File: src/rtl/fwd_scoreboard_if.sv
// -----------------------------------------------------------------------------
// fwd_scoreboard_if
//   Decode-side bundle between the decode stage and the forwarding scoreboard.
//
//   Issue side (driven by decode / master):
//     issue_valid, issue_wr, issue_load, issue_rd  - instruction being decoded
//     src_tag, src_use                             - packed source tags + usage
//     flush                                        - squash decode this cycle
//   Result side (driven by scoreboard / slave):
//     fwd_sel    - per-port bypass select, 0 = regfile, k+1 = stage k result
//     stall      - hold decode/fetch and insert a bubble
//     pipe_busy  - at least one producer is in flight
// -----------------------------------------------------------------------------
interface fwd_scoreboard_if #(
  parameter int REG_W   = 5,
  parameter int NUM_SRC = 3,
  parameter int SEL_W   = 2
);
  logic                       issue_valid;
  logic                       issue_wr;
  logic                       issue_load;
  logic [REG_W-1:0]           issue_rd;
  logic [NUM_SRC*REG_W-1:0]   src_tag;
  logic [NUM_SRC-1:0]         src_use;
  logic                       flush;
  logic [NUM_SRC*SEL_W-1:0]   fwd_sel;
  logic                       stall;
  logic                       pipe_busy;

  modport master (
    output issue_valid, issue_wr, issue_load, issue_rd, src_tag, src_use, flush,
    input  fwd_sel, stall, pipe_busy
  );

  modport slave (
    input  issue_valid, issue_wr, issue_load, issue_rd, src_tag, src_use, flush,
    output fwd_sel, stall, pipe_busy
  );
endinterface

File: src/rtl/fwd_scoreboard.sv
// -----------------------------------------------------------------------------
// fwd_scoreboard
//   Forwarding and load-use hazard unit sitting beside decode. Keeps a shift
//   register of in-flight producers (entry 0 = EX, 1 = MEM, ...) and, for every
//   source port, picks the youngest matching producer as the bypass source or
//   requests a stall when that producer is a load whose data is not ready yet.
//
//   Ports:
//     clk    - rising-edge clock
//     reset  - asynchronous, active-high; drops every tracked entry
//     sb     - fwd_scoreboard_if.slave (issue inputs, fwd_sel/stall/pipe_busy)
//   Optional (macro FWD_SCOREBOARD_STATS_EN):
//     fwd_count   - saturating count of issued cycles using any bypass
//     stall_count - saturating count of stalled cycles
//
//   Parameters: REG_W (tag width), NUM_SRC (source ports), DEPTH (tracked
//   stages), LOAD_LAT (first stage where load data can be bypassed,
//   1..DEPTH-1). The interface must be built with SEL_W = $clog2(DEPTH+1).
//   Outputs are purely combinational from state and the current inputs.
// -----------------------------------------------------------------------------
module fwd_scoreboard #(
  parameter int REG_W    = 5,
  parameter int NUM_SRC  = 3,
  parameter int DEPTH    = 2,
  parameter int LOAD_LAT = 1
) (
  input  logic                 clk,
  input  logic                 reset,
`ifdef FWD_SCOREBOARD_STATS_EN
  fwd_scoreboard_if.slave      sb,
  output logic [31:0]          fwd_count,
  output logic [31:0]          stall_count
`else
  fwd_scoreboard_if.slave      sb
`endif
);

  localparam int SEL_W = $clog2(DEPTH + 1);
  // X31/XZR: never a real producer, never a real dependency.
  localparam logic [REG_W-1:0] ZERO_REG = '1;

  typedef struct packed {
    logic             valid;
    logic [REG_W-1:0] rd;
    logic             is_load;
  } entry_t;

  entry_t pipe_q [DEPTH];
  entry_t new_entry;

  logic [SEL_W-1:0] port_sel [NUM_SRC];
  logic [NUM_SRC-1:0] port_haz;
  logic stall_int;

  // ---------------------------------------------------------------------------
  // Per-port match. Scanning from the youngest entry and stopping at the first
  // hit means an older load is automatically masked by a younger writer of the
  // same register.
  // ---------------------------------------------------------------------------
  always_comb begin
    logic [REG_W-1:0] tag;
    logic             found;
    // NOTE: every comb output gets a default before any conditional write, so
    // no path leaves a value held and no latch is inferred.
    port_haz = '0;
    for (int i = 0; i < NUM_SRC; i++) begin
      port_sel[i] = '0;
      tag   = sb.src_tag[i*REG_W +: REG_W];
      found = 1'b0;
      for (int k = 0; k < DEPTH; k++) begin
        if (!found && pipe_q[k].valid && (pipe_q[k].rd == tag) &&
            (tag != ZERO_REG) && sb.src_use[i]) begin
          // NOTE: blocking '=' inside always_comb so later iterations see the
          // updated 'found' within the same evaluation.
          found = 1'b1;
          if (pipe_q[k].is_load && (k < LOAD_LAT)) begin
            port_haz[i] = 1'b1;   // data not ready: select stays regfile (0)
          end else begin
            port_sel[i] = SEL_W'(k + 1);
          end
        end
      end
    end
  end

  // Output packing and stall/busy generation.
  always_comb begin
    sb.fwd_sel = '0;
    for (int i = 0; i < NUM_SRC; i++) begin
      sb.fwd_sel[i*SEL_W +: SEL_W] = port_sel[i];
    end
  end

  // Flush wins over a hazard: the squashed instruction needs no operands.
  assign stall_int = sb.issue_valid && !sb.flush && (|port_haz);
  assign sb.stall  = stall_int;

  always_comb begin
    sb.pipe_busy = 1'b0;
    for (int k = 0; k < DEPTH; k++) begin
      sb.pipe_busy = sb.pipe_busy | pipe_q[k].valid;
    end
  end

  // Entry inserted at EX: a bubble unless a real register write leaves decode.
  always_comb begin
    new_entry         = '0;
    new_entry.rd      = sb.issue_rd;
    new_entry.is_load = sb.issue_load;
    new_entry.valid   = sb.issue_valid && sb.issue_wr && (sb.issue_rd != ZERO_REG) &&
                        !stall_int && !sb.flush;
  end

  // ---------------------------------------------------------------------------
  // Tag pipeline. Older entries always advance, even while decode is stalled;
  // the last entry retires into the write-before-read register file.
  // ---------------------------------------------------------------------------
  always_ff @(posedge clk or posedge reset) begin
    if (reset) begin
      // NOTE: only 'valid' matters after reset, but the array is tiny, so the
      // whole entry is cleared to keep rd/is_load free of X in simulation.
      for (int k = 0; k < DEPTH; k++) begin
        pipe_q[k] <= '0;
      end
    end else begin
      // NOTE: non-blocking '<=' for state so every entry shifts from its
      // pre-edge value regardless of statement order.
      pipe_q[0] <= new_entry;
      for (int k = 1; k < DEPTH; k++) begin
        pipe_q[k] <= pipe_q[k-1];
      end
    end
  end

`ifdef FWD_SCOREBOARD_STATS_EN
  // Saturating event counters.
  logic fwd_event;
  assign fwd_event = sb.issue_valid && !stall_int && !sb.flush && (|sb.fwd_sel);

  always_ff @(posedge clk or posedge reset) begin
    if (reset) begin
      fwd_count   <= '0;
      stall_count <= '0;
    end else begin
      if (fwd_event && (fwd_count != 32'hFFFF_FFFF)) begin
        fwd_count <= fwd_count + 32'd1;
      end
      if (stall_int && (stall_count != 32'hFFFF_FFFF)) begin
        stall_count <= stall_count + 32'd1;
      end
    end
  end
`endif

endmodule

File: src/flat_wrapper.sv
// flat-port wrapper written by rule: the top's interface ports become plain ports
module fwd_scoreboard_flat 
#(
  parameter int REG_W    = 5,
  parameter int NUM_SRC  = 3,
  parameter int DEPTH    = 2,
  parameter int LOAD_LAT = 1
)
  (clk, reset, sb_issue_valid, sb_issue_wr, sb_issue_load, sb_issue_rd, sb_src_tag, sb_src_use, sb_flush, sb_fwd_sel, sb_stall, sb_pipe_busy);
  fwd_scoreboard_if #(.REG_W(REG_W), .NUM_SRC(NUM_SRC), .SEL_W(($clog2(DEPTH + 1)))) sb_i ();
  input  logic clk;
  input  logic reset;
  input wire logic [$bits(sb_i.issue_valid)-1:0] sb_issue_valid;
  input wire logic [$bits(sb_i.issue_wr)-1:0] sb_issue_wr;
  input wire logic [$bits(sb_i.issue_load)-1:0] sb_issue_load;
  input wire logic [$bits(sb_i.issue_rd)-1:0] sb_issue_rd;
  input wire logic [$bits(sb_i.src_tag)-1:0] sb_src_tag;
  input wire logic [$bits(sb_i.src_use)-1:0] sb_src_use;
  input wire logic [$bits(sb_i.flush)-1:0] sb_flush;
  output wire logic [$bits(sb_i.fwd_sel)-1:0] sb_fwd_sel;
  output wire logic [$bits(sb_i.stall)-1:0] sb_stall;
  output wire logic [$bits(sb_i.pipe_busy)-1:0] sb_pipe_busy;
  assign sb_i.issue_valid = sb_issue_valid;
  assign sb_i.issue_wr = sb_issue_wr;
  assign sb_i.issue_load = sb_issue_load;
  assign sb_i.issue_rd = sb_issue_rd;
  assign sb_i.src_tag = sb_src_tag;
  assign sb_i.src_use = sb_src_use;
  assign sb_i.flush = sb_flush;
  assign sb_fwd_sel = sb_i.fwd_sel;
  assign sb_stall = sb_i.stall;
  assign sb_pipe_busy = sb_i.pipe_busy;
  fwd_scoreboard #(.REG_W(REG_W), .NUM_SRC(NUM_SRC), .DEPTH(DEPTH), .LOAD_LAT(LOAD_LAT)) u_core (.clk(clk), .reset(reset), .sb(sb_i));
endmodule
File: config.mk
export PLATFORM = sky130hd
export DESIGN_NAME = fwd_scoreboard_flat
export DESIGN_NICKNAME = d
export VERILOG_FILES = /design/src/rtl/fwd_scoreboard_if.sv /design/src/rtl/fwd_scoreboard.sv /design/src/flat_wrapper.sv
export SDC_FILE = /design/constraint.sdc
export NUM_CORES = 1
export LEC_CHECK = 0
export BUFFER_PORTS_ARGS = -buffer_cell sky130_fd_sc_hd__clkbuf_2
export CORE_AREA = 2 2 49 47
export CTS_CLUSTER_DIAMETER = 40
export DETAILED_ROUTE_END_ITERATION = 8
export DIE_AREA = 0 0 51 49
export PLACE_DENSITY_LB_ADDON = 0.12
export RECOVER_POWER = 50
export REMOVE_ABC_BUFFERS = 1
export SLEW_MARGIN = 20
export SYNTH_ARGS = -nofsm -noshare
export SYNTH_HDL_FRONTEND = slang
export SYNTH_SLANG_ARGS = --single-unit
File: constraint.sdc
create_clock -name clk -period 4.6 [get_ports clk]
set_clock_uncertainty 0.05 [all_clocks]
set_input_delay 0.69 -clock clk [delete_from_list [all_inputs] [get_ports clk]]
set_output_delay 0.69 -clock clk [all_outputs]
set_load 0.01 [all_outputs]
# After elaboration in Yosys (flattened, before gate mapping)
# Cells that the tools add are included.
# totals
reg_bits	13
inputBits	29
output_inout_bits	8
word_cells	63
# op_classes
n_eq_ne	10
mux	14
bitwise	1
reduce_logical	33
# ops
cell	n
equality test 5 bit	6
logical AND 1 bit	27
!= test 5 bit (second input constant)	4
2-to-1 mux 2 bit	5
2-to-1 mux 1 bit	9
logical NOT 1 bit	5
OR reduction 3 bit	1
bitwise OR 1 bit	1

# Logic depth before layout (Yosys ltp)
# Gate-level depths: netlist (run 1).
# depth
word_depth	11
mapped_depth	5
ltp_nobuf	5

# Least setup slack after synthesis (run 1)
# Ideal clock, no wire load.
# synth_path
kind	input -> output
from	input sb_src_tag[7]
to	output sb_stall
arrival_time_ns	1.514
required_ns	3.860
path_slack_ns	2.346
cell_stages	4
n_path_buf	0
path_cell_list	xor2_1 -> nor4_2 -> nand4_1 -> a31oi_2
# synth_between
elab_chain_cells	7
word_cells_on_any_way	8
# synth_lines
item	line_no	source
start: declaration	flat_wrapper.sv:17	input wire logic [$bits(sb_i.src_tag)-1:0] sb_src_tag;
equality test 5 bit	fwd_scoreboard.sv:71	if (!found && pipe_q[k].valid && (pipe_q[k].rd == tag) &&
logical AND 1 bit	fwd_scoreboard.sv:71	
logical AND 1 bit (*)	fwd_scoreboard.sv:71	
logical AND 1 bit (*)	fwd_scoreboard.sv:72	(tag != ZERO_REG) && sb.src_use[i]) begin
2-to-1 mux 1 bit (*)	fwd_scoreboard.sv:71	
OR reduction 3 bit (*)	fwd_scoreboard.sv:95	assign stall_int = sb.issue_valid && !sb.flush && (|port_haz);
logical AND 1 bit (*)	fwd_scoreboard.sv:95	
end: declaration	flat_wrapper.sv:21	output wire logic [$bits(sb_i.stall)-1:0] sb_stall;
# Mark *: on every way between the ends. The rest lies on a longest branch, timed or not.

# Worst setup path after layout (run 1)
# layout_path
from	input sb_src_tag[10]
to	output sb_stall
# The elaborated chain is that of the path after synthesis.

==> run metrics, run 1 <==
run status finished, final reports clean; CP dominant cell by count clkbuf_2; Layout area overhead 29.4%; DRT antenna net count 0; global route total overflow 0; largest net degree at the start of global routing 14; CP max stage delay ~0.28 ns; Peak VDD IR ~0.17 mV; max reg flops 13; synth top area cells dfrtp_1 (40%), xor2_1 (24%), xnor2_1 (8.7%); Post-Synthesis Cells just under 80; first-pass iteration count of the detailed router 2; Final Hold Viols 0; Worst setup endpoint sb_stall; slowest CP cell nor4_1; initial antenna violation count 0; Routed WL per cell about 13 um; LEAKAGE roughly 0.0005 uW; CP cell instances clkbuf_2 -> xor2_1 -> nor4_1 -> nand4_1 -> a31oi_2 -> clkbuf_2; HP Class primary input to async pin; CP Capture Type output port; cts hold-fix bufs 0; final critical-path share of the clock period 56.6%; Post-CTS Resized 0; Avg Cell Area, Syn 10.2 um^2; post-synth top area share 40.4%; minimum clock period around 2.6 ns; f_max between 300 and 400 MHz; hpwl dp ~1500 um; final net count about 150; final total power ~240 uW; Initial DRC Count 8; routed wire length approximately 1900 um; Worst Path Required 3.86 ns; postcts setup bufs 0; H-tree depth 1; Root Driver clkbuf_4; CP startpoint kind primary input; Worst Path Class, Setup primary input to output port; R2R Setup Slk around 3 ns; TritonCTS clock tree built; crit-path max FO 3; share of layout cells above drive strength 1 33.6%; R2R Path End u_core.pipe_q[13]$_DFF_PP0_; Final setup viols 0; initial cell density of the core 39.8%; clock transition at the registers of the reported paths 0.08 ns; Worst R2R Path Depth 5; CP Buf/Inv Count 2; CTS sink count 13; clock latency on the worst-skew pair approximately 0.27 ns; Most flops, register u_core.pipe_q; CP startpoint sb_src_tag[10]; Worst path depth 6; first-pass GRT wire length 3080 um; Bufs on Longest Clock Path 2; synth unique cells 20; leading registers by flop count u_core.pipe_q x13; row cnt 16; antenna cells 0; RSZ-0062 raised after global routing false; CP arrival 1.86 ns; setup TNS 0 ns; vias post-DR roughly 720; number of global-route vias before repair a little over 700; count of final max-slew check failures 0; Syn Std Cell Area around 800 um^2; I/O pin count 37; DRC 0; FF+latch count, synth 13; die area roughly 2500 um^2; core area between 2000 and 2500 um^2; die height 49 um; total CTS buffers 3; Via density about 5; global router's overall resource usage 17.0%; Worst-Margin Slew 0.467 ns; Max Cap Violations 0; Ys Warns 0; Slew HR approximately 70%; global placer's final weighted congestion 0.713; Top delay family on crit path simple AND/OR/NAND/NOR gates; sequential area share after synthesis ~40%; die width 51 um; area leader, netlist dfrtp_1; IO Port Bufs 36; Power Density ~230 nW/um^2; Worst R2R Start u_core.pipe_q[12]$_DFF_PP0_
[synth_stat cells, drive strengths merged]
| cell type | number |
|---|---|
| a31oi | 1 |
| and3 | 4 |
| and4 | 2 |
| dfrtp | 13 |
| inv | 1 |
| nand2 | 5 |
| nand3 | 5 |
| nand4 | 2 |
| nand4b | 1 |
| nor2 | 4 |
| nor2b | 1 |
| nor3b | 1 |
| nor4 | 6 |
| o211ai | 1 |
| o21ai | 1 |
| or2 | 1 |
| xnor2 | 8 |
| xor2 | 22 |
[how the worst min path moves through the flow]
stage / start / to / slack (ns) / depth (start not counted)
5_1_grt: reset / u_core.pipe_q[9]$_DFF_PP0_ / 0.37 / 2
3_3_place_gp: u_core.pipe_q[13]$_DFF_PP0_ / u_core.pipe_q[6]$_DFF_PP0_ / 0.44 / 0
4_1_cts: reset / u_core.pipe_q[8]$_DFF_PP0_ / 0.35 / 2
6_report: reset / u_core.pipe_q[9]$_DFF_PP0_ / 0.34 / 2
2_1_floorplan: u_core.pipe_q[13]$_DFF_PP0_ / u_core.pipe_q[6]$_DFF_PP0_ / 0.36 / 0
3_5_place_dp: u_core.pipe_q[13]$_DFF_PP0_ / u_core.pipe_q[6]$_DFF_PP0_ / 0.42 / 0
[where the power goes]
group,total [uW],internal (uW),switching [uW]
registers,129,120,9.23
clock network,69.7,32.2,37.5
logic,45.2,23.6,21.6
total,244,176,68.3
[layout by cell type (no fill, tap or decap)]
cell	count
inv_1	1
or2_2	1
and3_1	4
clkbuf_2	32
nand4b_1	1
nor2_1	4
xor2_1	22
xnor2_1	8
nor2b_1	1
nor4_1	5
clkbuf_4	3
and4_2	1
nor3b_1	1
nand3_1	5
nand4_1	2
clkbuf_1	4
clkinv_2	1
dfrtp_1	13
o21ai_0	1
nor4_2	1
o211ai_1	1
nand2_1	5
a31oi_2	1
and4_1	1
[cells by family (layout without fill, tap and decap cells)]
| group | count (synthesis) | count (layout) | synth area share, % |
|---|---|---|---|
| simple gates | 32 | 32 | 23.3 |
| xor+xnor | 30 | 30 | 32.7 |
| flops | 13 | 13 | 40.4 |
| compound gates | 3 | 3 | 3.11 |
| buf+inv | 1 | 41 | 0.466 |
[metal layers]
metal  share of wire [%]  GRT usage, %  up-vias  wire [um]
met4                0.43          6.76        0          8
li1                    -             -      357          -
met1                  45          21.9      338        838
met3                 4.1          2.76        2         76
met5                   0             0        -          0
met2                  51          28.4       21        948
[layout make-up]
class,count,area (um^2)
Sequential cell,13,325
Multi-Input combinational cell,65,475
Tap cell,27,33.8
Fill cell,217,981
Clock buffer,3,22.5
Inverter,1,3.75
Timing Repair Buffer,36,175
Clock inverter,1,5.00
[metrics by stage]
stage / utilization [%] / hold slack (ns) / area (um^2) / worst slack, ns / cells
2_1_floorplan: - / 0.356 / 805 / 2.35 / 79
3_3_place_gp: 50.4 / 0.442 / 1020 / 2.00 / 142
3_5_place_dp: 50.4 / 0.422 / 1020 / 2.00 / 142
4_1_cts: 51.7 / 0.355 / 1050 / 1.99 / 146
5_1_grt: 51.5 / 0.365 / 1040 / 1.84 / 146
6_report: 51.5 / 0.344 / 1040 / 2.00 / 146
No activity file was read; power rests on OpenSTA's default activity.
==> run 2: changes to the inputs <==
==> constraint.sdc (replaced) <==
create_clock -name clk -period 2.4 [get_ports clk]
set_clock_uncertainty 0.05 [all_clocks]
set_input_delay 0.36 -clock clk [delete_from_list [all_inputs] [get_ports clk]]
set_output_delay 0.36 -clock clk [all_outputs]
set_load 0.01 [all_outputs]
==> run 2 against run 1 <==
Effect of this change: core utilization fell by 0.062 points; critical path depth fell by 1; clock-buffer cell count rose by 1; via count fell by 1.7%; clock power rose by 84%; worst hold slack got worse by 0.32 ns; cell area fell by 0.12%; register-to-register slack got worse by 2.2 ns; critical path type is now flip-flop to output port; largest cell class unchanged.
==> run metrics, run 2 (synthesized netlist as in run 1, its figures left out) <==
Bufs on Longest Clock Path 2 (unchanged); Clock power frac 27.7% (-0.9 points); CP arrival 1.83 ns (-0.03 ns); Comb pwr share 18.8% (+0.3 points); Worst Path Required 1.99 ns (-1.87 ns); run status finished, final reports clean; Post-Place Cells 142 (unchanged); Pint 339 uW (+93%); global route total overflow 0 (unchanged); postcts setup bufs 0 (unchanged); HP Class primary input to async pin; vias post-DR 706 (-1.7%); Layout area overhead 29.2%; Via density 4.84 (-1.7%); global router's overall resource usage 16.8% (-0.25 points); row cnt 16 (unchanged); post-route insts no fill 146 (unchanged); Most flops, register u_core.pipe_q; initial antenna violation count 0 (unchanged); cts hold-fix bufs 0 (unchanged); commonest cells after routing, fill and taps aside clkbuf_2 (32), xor2_1 (22), dfrtp_1 (13); Final Hold Viols 0 (unchanged); first-pass GRT wire length 3130 um (+1.3%); slowest CP cell dfrtp_1; leading registers by flop count u_core.pipe_q x13; Sw Ratio 26.5% (-1.5 points); Power Density 444 nW/um^2 (+89%); IO Port Bufs 36 (unchanged); CP Capture Type output port; crit-path max FO 4 (+1); first-pass iteration count of the detailed router 4 (+2); Worst-Margin Slew 0.478 ns (+0.0106 ns); R2R Setup Slk 0.77 ns (-2.17 ns); Routed WL per cell 12.8 um (-0.21%); DRC 0 (unchanged); Worst R2R Start u_core.pipe_q[12]$_DFF_PP0_; CP cell instances xor2_1 -> nor4_1 -> nand4_1 -> a31oi_2 -> clkbuf_2; CP max stage delay 0.46 ns (+0.18 ns); minimum clock period about 2.2 ns; final total power 462 uW (+89%); count of final max-slew check failures 0 (unchanged); Worst Path Class, Setup flip-flop to output port; R2R Path End u_core.pipe_q[13]$_DFF_PP0_; clock latency on the worst-skew pair 0.26 ns (about the same); Root Driver clkbuf_4; Slew HR 68.1% (-0.71 points); die area 2500 um^2 (unchanged); dpl ws 0.438 ns (-1.56 ns); antenna cells 0 (unchanged); die width 51 um (unchanged); die height 49 um (unchanged); Final Util 51.4% (-0.062 points); Sequential Power Share 53.5% (+0.6 points); clock transition at the registers of the reported paths 0.07 ns (about the same); number of global-route vias before repair 701 (-3.6%); hpwl dp 1560 um (+1.3%); setup TNS 0 ns (unchanged); total CTS buffers 3 (unchanged); Max Cap Violations 0 (unchanged); f_max about 450 MHz; share of layout cells above drive strength 1 32.8% (-0.84 points); core area 2020 um^2 (unchanged); DRT antenna net count 0 (unchanged); CTS sink count 13 (unchanged); Worst R2R Path Depth 5 (unchanged); I/O pin count 37 (unchanged); CP startpoint kind flip-flop; worst setup margin 0.160 ns (-1.84 ns); max reg flops 13 (unchanged); CP Buf/Inv Count 1 (-1); routed wire length 1870 um (-0.21%); initial cell density of the core 39.8% (unchanged); final net count 149 (unchanged); Peak VDD IR 0.355 mV (+100%); Final setup viols 0 (unchanged); RSZ-0062 raised after global routing false; final critical-path share of the clock period 93.3%; global placer's final weighted congestion 0.706 (-1.1%); largest net degree at the start of global routing 14 (unchanged); NetSw 122 uW (+79%); LEAKAGE 0.000493 uW (-0.55%); commonest non-fill, non-tap cell in the layout clkbuf_2; Top delay family on crit path simple AND/OR/NAND/NOR gates; H-tree depth 1 (unchanged); Initial DRC Count 11 (+3); TritonCTS clock tree built; Post-CTS Resized 0 (unchanged)
-- run 2: worst max path at each step --
stage | from | to | cells after the start
final | u_core.pipe_q[12]$_DFF_PP0_ | sb_stall | 5
after global routing | u_core.pipe_q[12]$_DFF_PP0_ | sb_stall | 5
after CTS | u_core.pipe_q[12]$_DFF_PP0_ | sb_stall | 5
after detailed placement | u_core.pipe_q[12]$_DFF_PP0_ | sb_stall | 5
after global placement | u_core.pipe_q[12]$_DFF_PP0_ | sb_stall | 5
after floorplan | u_core.pipe_q[10]$_DFF_PP0_ | sb_stall | 4
-- run 2: per-stage QoR --
stage | hold WS (ns) | instance area, um^2
final | 0.0286 | 1040
after detailed placement | 0.334 | 1020
after global routing | 0.0627 | 1040
after global placement | 0.321 | 1020
after floorplan | 0.187 | 805
after CTS | 0.0398 | 1040
-- run 2: worst reg2reg max path, delay by kind of cell (launching register included) --
kind	cells	cell delay [ns]
and+or+nand+nor	3	0.58
AOI/OAI and AO/OA	1	0.25
DFF	1	0.46
xor gates and xnor gates	1	0.19
-- run 2: layer usage --
layer | vias to the layer above | track usage (%) | wire, um
li1 | 354 | - | -
met1 | 327 | 22.0 | 809
met2 | 25 | 28.6 | 957
met3 | 0 | 3.68 | 101
met4 | 0 | 2.70 | 0
met5 | - | 0 | 0
-- run 2: power groups by stage --
stage | registers [uW] | clock network [uW] | logic (uW)
after global placement | 252 | 0 | 86.7
after global routing | 249 | 147 | 98.5
after detailed placement | 252 | 0 | 88.4
after CTS | 247 | 135 | 88.9
after floorplan | 246 | 0 | 48.2
final | 247 | 128 | 86.9
-- run 2: layout make-up --
class,instances,area (um^2)
fill,208,982
sequential,13,325
multi-input combinational,65,475
timing repair buffer,36,175
clock buffer,4,26.3
inverter,1,3.75
tap,27,33.8
==> run 3: changes to the inputs <==
--- a/config.mk
+++ b/config.mk
@@ -7,12 +7,14 @@
 export LEC_CHECK = 0
 export BUFFER_PORTS_ARGS = -buffer_cell sky130_fd_sc_hd__clkbuf_2
 export CORE_AREA = 2 2 49 47
+export CTS_BUF_LIST = sky130_fd_sc_hd__clkbuf_4
 export CTS_CLUSTER_DIAMETER = 40
 export DETAILED_ROUTE_END_ITERATION = 8
 export DIE_AREA = 0 0 51 49
 export PLACE_DENSITY_LB_ADDON = 0.12
 export RECOVER_POWER = 50
 export REMOVE_ABC_BUFFERS = 1
+export SETUP_SLACK_MARGIN = 0.4
 export SLEW_MARGIN = 20
 export SYNTH_ARGS = -nofsm -noshare
 export SYNTH_HDL_FRONTEND = slang
==> run 3 against run 2 <==
Effect of this change: combinational power up 14%; core utilization grew 3.9 points; first-iteration DRC count fell by 18%; die area unchanged; routed wire length is 4.0% higher; power grew 5.1%; via count is 3.8% higher; sequential power about the same; largest power group unchanged; worst setup slack improved by 0.074 ns; worst hold slack got worse by 0.0012 ns.
==> run metrics, run 3 (synthesized netlist as in run 1, its figures left out) <==
initial cell density of the core 39.8% (unchanged); CP max stage delay 0.45 ns (about the same); CTS sink count 13 (unchanged); CP arrival 1.76 ns (-0.07 ns); slowest CP cell dfrtp_2; share of layout cells above drive strength 1 42.1% (+9.3 points); H-tree depth 1 (unchanged); commonest cells after routing, fill and taps aside clkbuf_2 (29), xor2_1 (22), xnor2_1 (8), dfrtp_1 (8), buf_4 (6); crit-path max FO 3 (-1); count of final max-slew check failures 0 (unchanged); CP cell instances xor2_1 -> nor4_1 -> nand4_1 -> a31oi_2 -> clkbuf_2; setup TNS 0 ns (unchanged); HP Class primary input to async pin; commonest non-fill, non-tap cell in the layout clkbuf_2; vias post-DR 733 (+3.8%); CP startpoint kind flip-flop; final total power 485 uW (+5.1%); fillcell total 199 (-4.3%); Peak VDD IR 0.363 mV (+2.4%); initial antenna violation count 0 (unchanged); largest net degree at the start of global routing 14 (unchanged); routed wire length 1940 um (+4.0%); f_max 462 MHz (+3.4%); final net count 156 (+4.7%); DRT antenna net count 0 (unchanged); global router's overall resource usage 17.6% (+0.81 points); Routed WL per cell 12.7 um (-0.79%); Worst-Margin Slew 0.480 ns (+0.00222 ns); Layout area overhead 39.0%; cts hold-fix bufs 0 (unchanged); Worst Path Required 1.99 ns (about the same); TritonCTS clock tree built; global route total overflow 0 (unchanged); core area 2020 um^2 (unchanged); Initial DRC Count 9 (-2); final critical-path share of the clock period 90.3% (-3.1 points); die width 51 um (unchanged); Final Hold Viols 0 (unchanged); Slew HR 68.0% (-0.15 points); clock transition at the registers of the reported paths 0.07 ns (about the same); Hold WS 0.0274 ns (-0.00125 ns); minimum clock period 2.17 ns (-0.0737 ns); number of global-route vias before repair 725 (+3.4%); first-pass iteration count of the detailed router 4 (unchanged); Bufs on Longest Clock Path 2 (unchanged); row cnt 16 (unchanged); max reg flops 13 (unchanged); IO Port Bufs 36 (unchanged); Root Driver clkbuf_4; clock latency on the worst-skew pair 0.27 ns (about the same); RSZ-0062 raised after global routing true; Most flops, register u_core.pipe_q; I/O pin count 37 (unchanged); die height 49 um (unchanged); hpwl dp 1560 um (unchanged); first-pass GRT wire length 3260 um (+4.2%); antenna cells 0 (unchanged); Worst Path Class, Setup flip-flop to output port; run status finished, final reports clean; Final setup viols 0 (unchanged); global placer's final weighted congestion 0.706 (unchanged); total CTS buffers 3 (unchanged); leading registers by flop count u_core.pipe_q x13; Max Cap Violations 0 (unchanged); DRC 0 (unchanged); Power Density 434 nW/um^2 (-2.3%); die area 2500 um^2 (unchanged); CP Capture Type output port; LEAKAGE 0.000533 uW (+8.1%); Via density 4.79 (-0.93%)
-- run 3: cell types whose count changed in the layout (fill, tap and decap cells not counted), sizes merged --
| cell | before | now |
|---|---|---|
| buf | 0 | 10 |
| clkbuf | 40 | 37 |
-- run 3: per-layer routing --
metal	vias to the layer above	share of wire, %	global-route usage (%)	wire length, um
li1	369	-	-	-
met1	337	44	23.3	862
met2	27	50	29.9	973
met3	0	5.5	3.68	106
met4	0	0	2.70	0
met5	-	0	0	0
-- run 3: stage by stage --
stage | area (um^2) | std cells | worst slack, ns | utilization [%]
6_report | 1120 | 153 | 0.234 | 55.3
3_5_place_dp | 1020 | 142 | 0.438 | 50.4
5_1_grt | 1120 | 153 | 0.0747 | 55.3
4_1_cts | 1110 | 153 | 0.229 | 54.8
3_3_place_gp | 1020 | 142 | 0.416 | 50.4
2_1_floorplan | 805 | 79 | 0.723 | -
-- run 3: report_power, final --
group          internal, uW  switching [uW]  total, uW  leakage, uW
Combinational          52.3            46.6       98.9     0.000364
Sequential              230            14.7        245     0.000150
Clock                  75.6            65.6        141    0.0000184
-- run 3: what timing repair did --
item | 4_1_cts | 5_1_grt
setup endpoints to repair | 7 | 7
pin swaps | 13 | 6
gates resized for setup | 6 | 6
setup buffers | 7 | 0
-- run 3: path summary, 6_finish.rpt --
path / startpoint / to / slack, ns / depth (start not counted)
max in group asynchronous: reset / u_core.pipe_q[12]$_DFF_PP0_ / 1.92 / 2
hold reg to reg: u_core.pipe_q[10]$_DFF_PP0_ / u_core.pipe_q[3]$_DFF_PP0_ / 0.40 / 0
min in group clk: sb_issue_load / u_core.pipe_q[7]$_DFF_PP0_ / 0.14 / 1
hold / removal: reset / u_core.pipe_q[5]$_DFF_PP0_ / 0.03 / 2
setup / recovery: u_core.pipe_q[8]$_DFF_PP0_ / sb_stall / 0.23 / 5
setup reg to reg: u_core.pipe_q[8]$_DFF_PP0_ / u_core.pipe_q[13]$_DFF_PP0_ / 0.75 / 6
-- run 3: final cells by class --
cell class	instances	area, um^2	area share [%]
repair buffers	43	238	21.3
multi-input cells	65	482	43.1
well taps	27	33.8	3.02
inverters	1	3.75	0.336
clock buffers	4	30.0	2.68
flip-flops and latches	13	332	29.6
-- run 3: critical path: cells and delay by family, from the launching register on --
kind | cells | cell delay [ns]
DFF | 1 | 0.45
xor gates and xnor gates | 1 | 0.15
and+or+nand+nor | 2 | 0.48
buffers and inverters | 1 | 0.16
AOI/OAI and AO/OA | 1 | 0.26
